$ cat config.mk
export PLATFORM = sky130hd
export DESIGN_NAME = interrupt_controller
export DESIGN_NICKNAME = d
export VERILOG_FILES = /design/src/rtl/intc_pkg.sv /design/src/rtl/irq_sync_edge.sv /design/src/rtl/interrupt_controller.sv
export SDC_FILE = /design/constraint.sdc
export NUM_CORES = 1
export LEC_CHECK = 0
export ABC_CLOCK_PERIOD_IN_PS = 1460
export CAP_MARGIN = 20
export CORE_MARGIN = 8
export CORE_UTILIZATION = 36
export DETAILED_ROUTE_END_ITERATION = 8
export GPL_TIMING_DRIVEN = 0
export MAX_ROUTING_LAYER = met4
export PLACE_DENSITY = 0.78
export SYNTH_ARGS = -nofsm -noshare
export SYNTH_HDL_FRONTEND = slang
export SYNTH_HIERARCHICAL = 1
export SYNTH_SLANG_ARGS = --single-unit
$ cat constraint.sdc
create_clock -name Clock -period 1.46 [get_ports Clock]
set_clock_uncertainty 0.15 [all_clocks]
set_input_delay 0.219 -clock Clock [delete_from_list [all_inputs] [get_ports Clock]]
set_output_delay 0.219 -clock Clock [all_outputs]
set_load 0.02 [all_outputs]
$ cat src/rtl/intc_pkg.sv
// Shared types, default constants and the priority picker for the interrupt controller.
package intc_pkg;

    // FSM states of the request/service sequencer.
    typedef enum logic [1:0] {
        ST_IDLE    = 2'd0,
        ST_REQ     = 2'd1,
        ST_SERVICE = 2'd2
    } intc_state_e;

    // Default vector table placement: line 0 at the base, consecutive lines one stride apart.
    localparam logic [31:0] INTC_VEC_BASE_DEF   = 32'h0000_0100;
    localparam logic [31:0] INTC_VEC_STRIDE_DEF = 32'h0000_0010;

    // Widest request vector the priority picker handles.
    localparam int INTC_MAX_IRQ = 32;

    // Lowest set index of req (index 0 is the highest priority); 0 when req is empty.
    function automatic logic [4:0] prio_sel(input logic [INTC_MAX_IRQ-1:0] req);
        logic [4:0] idx;
        idx = '0;
        for (int i = INTC_MAX_IRQ - 1; i >= 0; i--) begin
            if (req[i]) begin
                idx = 5'(i);
            end
        end
        return idx;
    endfunction

endpackage

$ cat src/rtl/irq_sync_edge.sv
// Two-flop synchronizer for one asynchronous interrupt pin followed by a rising-edge detector.
// A pin level first seen at clock k yields a one-cycle edge_pulse during the cycle after k+1.
module irq_sync_edge (
    input  logic Clock,
    input  logic Reset,
    input  logic async_in,
    output logic edge_pulse
);

    logic sync1_q, sync1_d;
    logic sync2_q, sync2_d;
    logic sync2_dly_q, sync2_dly_d;

    // Next-state of the synchronizer chain and the delayed copy used for edge detection.
    always_comb begin
        sync1_d     = async_in;
        sync2_d     = sync1_q;
        sync2_dly_d = sync2_q;
    end

    // Synchronizer and delay flops; cleared asynchronously so a held pin re-triggers after reset.
    always_ff @(posedge Clock or negedge Reset) begin
        if (!Reset) begin
            sync1_q     <= 1'b0;
            sync2_q     <= 1'b0;
            sync2_dly_q <= 1'b0;
        end else begin
            sync1_q     <= sync1_d;
            sync2_q     <= sync2_d;
            sync2_dly_q <= sync2_dly_d;
        end
    end

    // A level held high produces exactly one pulse.
    assign edge_pulse = sync2_q & ~sync2_dly_q;

endmodule

$ cat src/rtl/interrupt_controller.sv
// Interrupt controller: latches edges on the external lines as pending, masks and
// prioritises them, and hands the winner to the ControlUnit with a registered
// request, line id and vector address; tracks the handler until end-of-interrupt.
//
// Handshake: int_req rises with int_id/vector already valid and both stay frozen
// while int_req is high. The ControlUnit pulses int_ack for one cycle to take the
// request; int_req drops on that same edge and in_service rises. If the request
// becomes ineligible first (global_en low, or the line masked/no longer pending),
// int_req drops without an ack and the pending bit is kept. int_ack wins over a
// simultaneous withdrawal. eoi ends service; int_ack outside REQ and eoi outside
// SERVICE are ignored.
module interrupt_controller
    import intc_pkg::*;
#(
    parameter int          NUM_IRQ    = 2,
    parameter logic [31:0] VEC_BASE   = INTC_VEC_BASE_DEF,
    parameter logic [31:0] VEC_STRIDE = INTC_VEC_STRIDE_DEF,
    localparam int         ID_W       = (NUM_IRQ > 1) ? $clog2(NUM_IRQ) : 1
) (
    input  logic               Clock,
    input  logic               Reset,
    input  logic [NUM_IRQ-1:0] irq_in,
    input  logic               global_en,
    input  logic               mask_wr,
    input  logic [NUM_IRQ-1:0] mask_data,
    input  logic               int_ack,
    input  logic               eoi,
    output logic               int_req,
    output logic [ID_W-1:0]    int_id,
    output logic [31:0]        vector,
    output logic               in_service,
    output logic [NUM_IRQ-1:0] pending,
    output logic [NUM_IRQ-1:0] mask,
    output intc_state_e        state_dbg
);

    // ------------------------------------------------------------------
    // Input path: one synchronizer/edge detector per line
    // ------------------------------------------------------------------
    logic [NUM_IRQ-1:0] edge_pulse;

    for (genvar g = 0; g < NUM_IRQ; g++) begin : g_sync
        irq_sync_edge u_sync (
            .Clock      (Clock),
            .Reset      (Reset),
            .async_in   (irq_in[g]),
            .edge_pulse (edge_pulse[g])
        );
    end

    // ------------------------------------------------------------------
    // State
    // ------------------------------------------------------------------
    intc_state_e        state_q, state_d;
    logic               int_req_q, int_req_d;
    logic [ID_W-1:0]    int_id_q, int_id_d;
    logic [31:0]        vector_q, vector_d;
    logic               in_service_q, in_service_d;
    logic [NUM_IRQ-1:0] pending_q, pending_d;
    logic [NUM_IRQ-1:0] mask_q, mask_d;

    // ------------------------------------------------------------------
    // Arbitration helpers
    // ------------------------------------------------------------------
    logic [NUM_IRQ-1:0]      id_onehot;
    logic [NUM_IRQ-1:0]      eligible;
    logic [INTC_MAX_IRQ-1:0] eligible_ext;
    logic                    sel_live;
    logic                    ack_take;
    logic [ID_W-1:0]         sel_id;
    logic [31:0]             sel_vec;

    // Decode the latched id, compute eligibility and the candidate id/vector for IDLE.
    always_comb begin
        id_onehot = '0;
        for (int i = 0; i < NUM_IRQ; i++) begin
            id_onehot[i] = (int_id_q == ID_W'(i));
        end
        eligible     = global_en ? (pending_q & ~mask_q) : '0;
        eligible_ext = INTC_MAX_IRQ'(eligible);
        // The frozen request is still valid only while its own line stays eligible.
        sel_live     = |(eligible & id_onehot);
        ack_take     = (state_q == ST_REQ) && int_ack;
        sel_id       = ID_W'(prio_sel(eligible_ext));
        sel_vec      = VEC_BASE + (VEC_STRIDE * 32'(sel_id));
    end

    // Pending and mask registers: a new edge beats a same-cycle ack clear on the same bit;
    // masking only hides lines from arbitration and never clears them.
    always_comb begin
        pending_d = (pending_q & ~(ack_take ? id_onehot : '0)) | edge_pulse;
        mask_d    = mask_wr ? mask_data : mask_q;
    end

    // Sequencer next-state and registered outputs.
    always_comb begin
        state_d      = state_q;
        int_req_d    = int_req_q;
        int_id_d     = int_id_q;
        vector_d     = vector_q;
        in_service_d = in_service_q;
        case (state_q)
            ST_IDLE: begin
                if (|eligible) begin
                    int_id_d  = sel_id;
                    vector_d  = sel_vec;
                    int_req_d = 1'b1;
                    state_d   = ST_REQ;
                end
            end
            ST_REQ: begin
                // No preemption: id/vector stay as latched until ack or withdrawal.
                if (int_ack) begin
                    int_req_d    = 1'b0;
                    in_service_d = 1'b1;
                    state_d      = ST_SERVICE;
                end else if (!sel_live) begin
                    int_req_d = 1'b0;
                    state_d   = ST_IDLE;
                end
            end
            ST_SERVICE: begin
                // No nesting; re-arbitration starts from IDLE on the cycle after eoi.
                if (eoi) begin
                    in_service_d = 1'b0;
                    state_d      = ST_IDLE;
                end
            end
            default: begin
                state_d      = ST_IDLE;
                int_req_d    = 1'b0;
                in_service_d = 1'b0;
            end
        endcase
    end

    // All controller state; reset takes effect immediately in any state.
    always_ff @(posedge Clock or negedge Reset) begin
        if (!Reset) begin
            state_q      <= ST_IDLE;
            int_req_q    <= 1'b0;
            int_id_q     <= '0;
            vector_q     <= VEC_BASE;
            in_service_q <= 1'b0;
            pending_q    <= '0;
            mask_q       <= '1;
        end else begin
            state_q      <= state_d;
            int_req_q    <= int_req_d;
            int_id_q     <= int_id_d;
            vector_q     <= vector_d;
            in_service_q <= in_service_d;
            pending_q    <= pending_d;
            mask_q       <= mask_d;
        end
    end

    assign int_req    = int_req_q;
    assign int_id     = int_id_q;
    assign vector     = vector_q;
    assign in_service = in_service_q;
    assign pending    = pending_q;
    assign mask       = mask_q;
    assign state_dbg  = state_q;

endmodule

==> summary.md <==
| Metric | Value |
|---|---|
| Run status | completed |
| Count of H-tree levels built during CTS | 1 |
| Vias in the first global route | 568 |
| Full die area | 0.00412 mm2 |
| Vias per inst | 3.57 |
| Startpoint Class | flop |
| Number of vias in the routed layout | 567 |
| Cell variety after synth | 20 |
| Pin slew with the least headroom to its limit | 0.642 ns |
| Max transition margin | 0.570 |
| Area share of the largest cell type after synthesis | 0.389 |
| Largest delay contributor family on the critical path | flip-flops |
| Final layout net count | 142 |
| Number of instances in the synthesized netlist | 79 |
| Total clock buffers created by CTS | 3 |
| Final hold viol count | 0 |
| Placed cell count | 155 |
| Peak VDD IR | 0.720 mV |
| Synth warnings | 6 |
| Cell Count, Final, Fillers Out | 159 |
| Cell with the biggest individual delay on the critical path | dfrtp_2 |
| Residual overflow from global routing | 0 |
| Starting Density | 0.378 |
| Final critical-path required period | 1.39 ns |
| First-pass detailed-route iteration total | 4 |
| Worst path cell trace | clkdlybuf4s15_1 |
| DRC violation total after the first TritonRoute iteration | 4 |
| Filler cell count | 220 |
| Antenna violations before repair | 0 |
| Count of antenna diodes in the layout | 0 |
| Root buf cell | clkbuf_4 |
| Crit-path max cell delay | 0.45 ns |
| Horizontal die dimension | 64.2 um |
| Crit path required time | 1.09 ns |
| Total power density per cell area | 1340 mW/mm2 |
| Final Cycle Share | 0.955 |
| Detailed Route WL | 1590 um |
| Most numerous cell in the Yosys netlist | buf_4 |
| Slew Viols, Final | 0 |
| Top cells by count, synth | buf_4 (32), dfrtp_1 (13), o21ai_1 (6) |
| Area occupied by multi-input gates | 319 um2 |
| Worst setup EP type | output pin |
| Pin count of the biggest net entering global routing | 16 |
| Leakage power of the design | 0.000622 uW |
| Row Count | 17 |
| Netlist area before placement | 836 um2 |
| Syn-to-layout area delta | 40.0% |
| Setup Crit Path Kind | reg -> out |
| Routed wirelength normalized by instance count | 10.0 um |
| Post-CTS Setup Inserts | 0 |
| Area taken by flip-flops and latches | 379 um2 |
| Biggest area consumer among synthesized cells | dfrtp_1 |
| Buffers added on ports | 19 |
| Insertion delay of the later-clocked pin in the worst-skew pair | 0.27 ns |
| TritonCTS clock tree | yes |
| Register bit total from synthesis | 15 |
| Number of enable-type register cells in the synthesized netlist | 0 |
| WHS | 0.186 ns |
| CTS clk-pin slew, worst paths | 0.08 ns |
| Detailed placement HPWL | 1390 um |
| Proportion of register bits with asynchronous set or reset after synthesis | 1.00 |
| Count of antenna-violating nets left after detailed routing | 0 |
| Ranking of synthesized cells by area | dfrtp_1 (39%), buf_4 (29%), dfstp_2 (6.3%) |
| Worst-path fanout max | 7 |
| Total power consumption of the routed design | 1570 uW |
| GP Congestion | 0.680 |
| Placeable core area | 0.00221 mm2 |
| Predominant post-synthesis flop cell | dfrtp_1 |
| Maxcap violations | 0 |
| Top Ports | 51 |
| Height of the die | 64.2 um |
| Syn Area/Cell | 10.6 um2 |
| Sequential-to-total area share from yosys stat | 0.452 |
| Max Freq | 717 MHz |
| Unrepaired setup endpoints after global routing | no |
| Buffer and inverter count on the worst path | 1 |
| Final Setup Violations | 0 |
| DRC violations left | 0 |
| Fraction of layout cells with a size suffix above 1 | 0.374 |
| # clock sinks | 15 |
| Total routing resource utilization after global routing | 0.0764 |
| Global-route wire length before repair | 2520 um |
| Arrival time worst endpoint | 1.03 ns |
| Max Root-Sink Buffers | 2 |
| Worst hold path type | in -> async |
where the power goes:
part | switching [uW] | internal [uW] | total, uW | leakage, uW
sequential | 116 | 525 | 641 | 0.000169
combinational | 385 | 313 | 698 | 0.000438
clock | 121 | 106 | 226 | 0.0000150
sequential cells by signal (all words and copies together) (netlist names):
signal                     cells
in_service                     1
g_sync.u_sync/sync2_dly_q      2
g_sync.u_sync/sync1_q          2
g_sync.u_sync/sync2_dly_d      2
mask                           2
pending                        2
int_req                        1
int_id                         1
state_dbg                      2
repair_timing:
action / CTS / global route
hold buffers: 0 / 0
gates resized for setup: 20 / 3
pin swaps: 0 / 0
endpoints found under the setup margin: 10 / 3
worst reg2reg max path: cells and delay by family, from the launching register on:
kind	cells	cell delay, ns
flip-flops	1	0.56
AO/OA/AOI/OAI	2	0.29
AND/OR/NAND/NOR	1	0.18
path summary, 6_finish.rpt:
check	start	end	slack, ns	depth (start not counted)
setup / recovery	int_id	int_id	0.07	1
hold / removal	Reset	g_sync[0].u_sync/sync2_dly_d	0.19	1
setup reg to reg	mask[1]	int_req	0.17	3
hold reg to reg	g_sync[0].u_sync/sync1_q	g_sync[0].u_sync/sync2_dly_d	0.21	0
max in group asynchronous	Reset	int_id	0.53	1
min in group Clock	g_sync[0].u_sync/sync1_q	g_sync[0].u_sync/sync2_dly_d	0.21	0
per-layer routing:
metal | GRT usage | wire length, um
met5 | - | 0
met4 | 0.0327 | 0
met3 | 0.0523 | 232
met2 | 0.104 | 632
met1 | 0.0844 | 725
cell usage in the layout (no fill, tap or decap), drive strengths merged:
master,n
mux2,2
buf,35
conb,31
a21oi,3
nand3b,1
o21ai,6
dfstp,2
clkdlybuf4s50,9
nor2b,4
inv,2
nand2,2
and3b,1
dfrtp,13
dlygate4sd2,4
nand2b,4
o211ai,1
clkbuf,6
nor3b,3
nor2,1
clkdlybuf4s15,1
per-stage QoR:
| step | TNS [ns] | utilization | setup WS, ns | instance area (um2) |
|---|---|---|---|---|
| 2_1_floorplan | 0 | - | 0.160 | 945 |
| 3_3_place_gp | -0.161 | 0.529 | -0.0569 | 1170 |
| 3_5_place_dp | -0.213 | 0.529 | -0.0940 | 1170 |
| 4_1_cts | 0 | 0.533 | 0.000326 | 1180 |
| 5_1_grt | 0 | 0.529 | 0.0152 | 1170 |
| 6_report | 0 | 0.529 | 0.0655 | 1170 |
layout make-up:
cell class,instances,share of cell area
Clock buffer,4,0.0225
Multi-Input combinational cell,59,0.273
Inverter,2,0.00642
Timing Repair Buffer,19,0.139
Sequential cell,15,0.324
Buffer,32,0.205
Tap cell,28,0.0299
kinds of logic after synthesis:
kind of cell / synth area share
AOI/OAI and AO/OA: 0.0689
buffers and inverters: 0.296
DFF: 0.452
muxes: 0.0269
other: 0.00899
and+or+nand+nor: 0.147
Note: power is estimated with default switching activity, not from simulation.
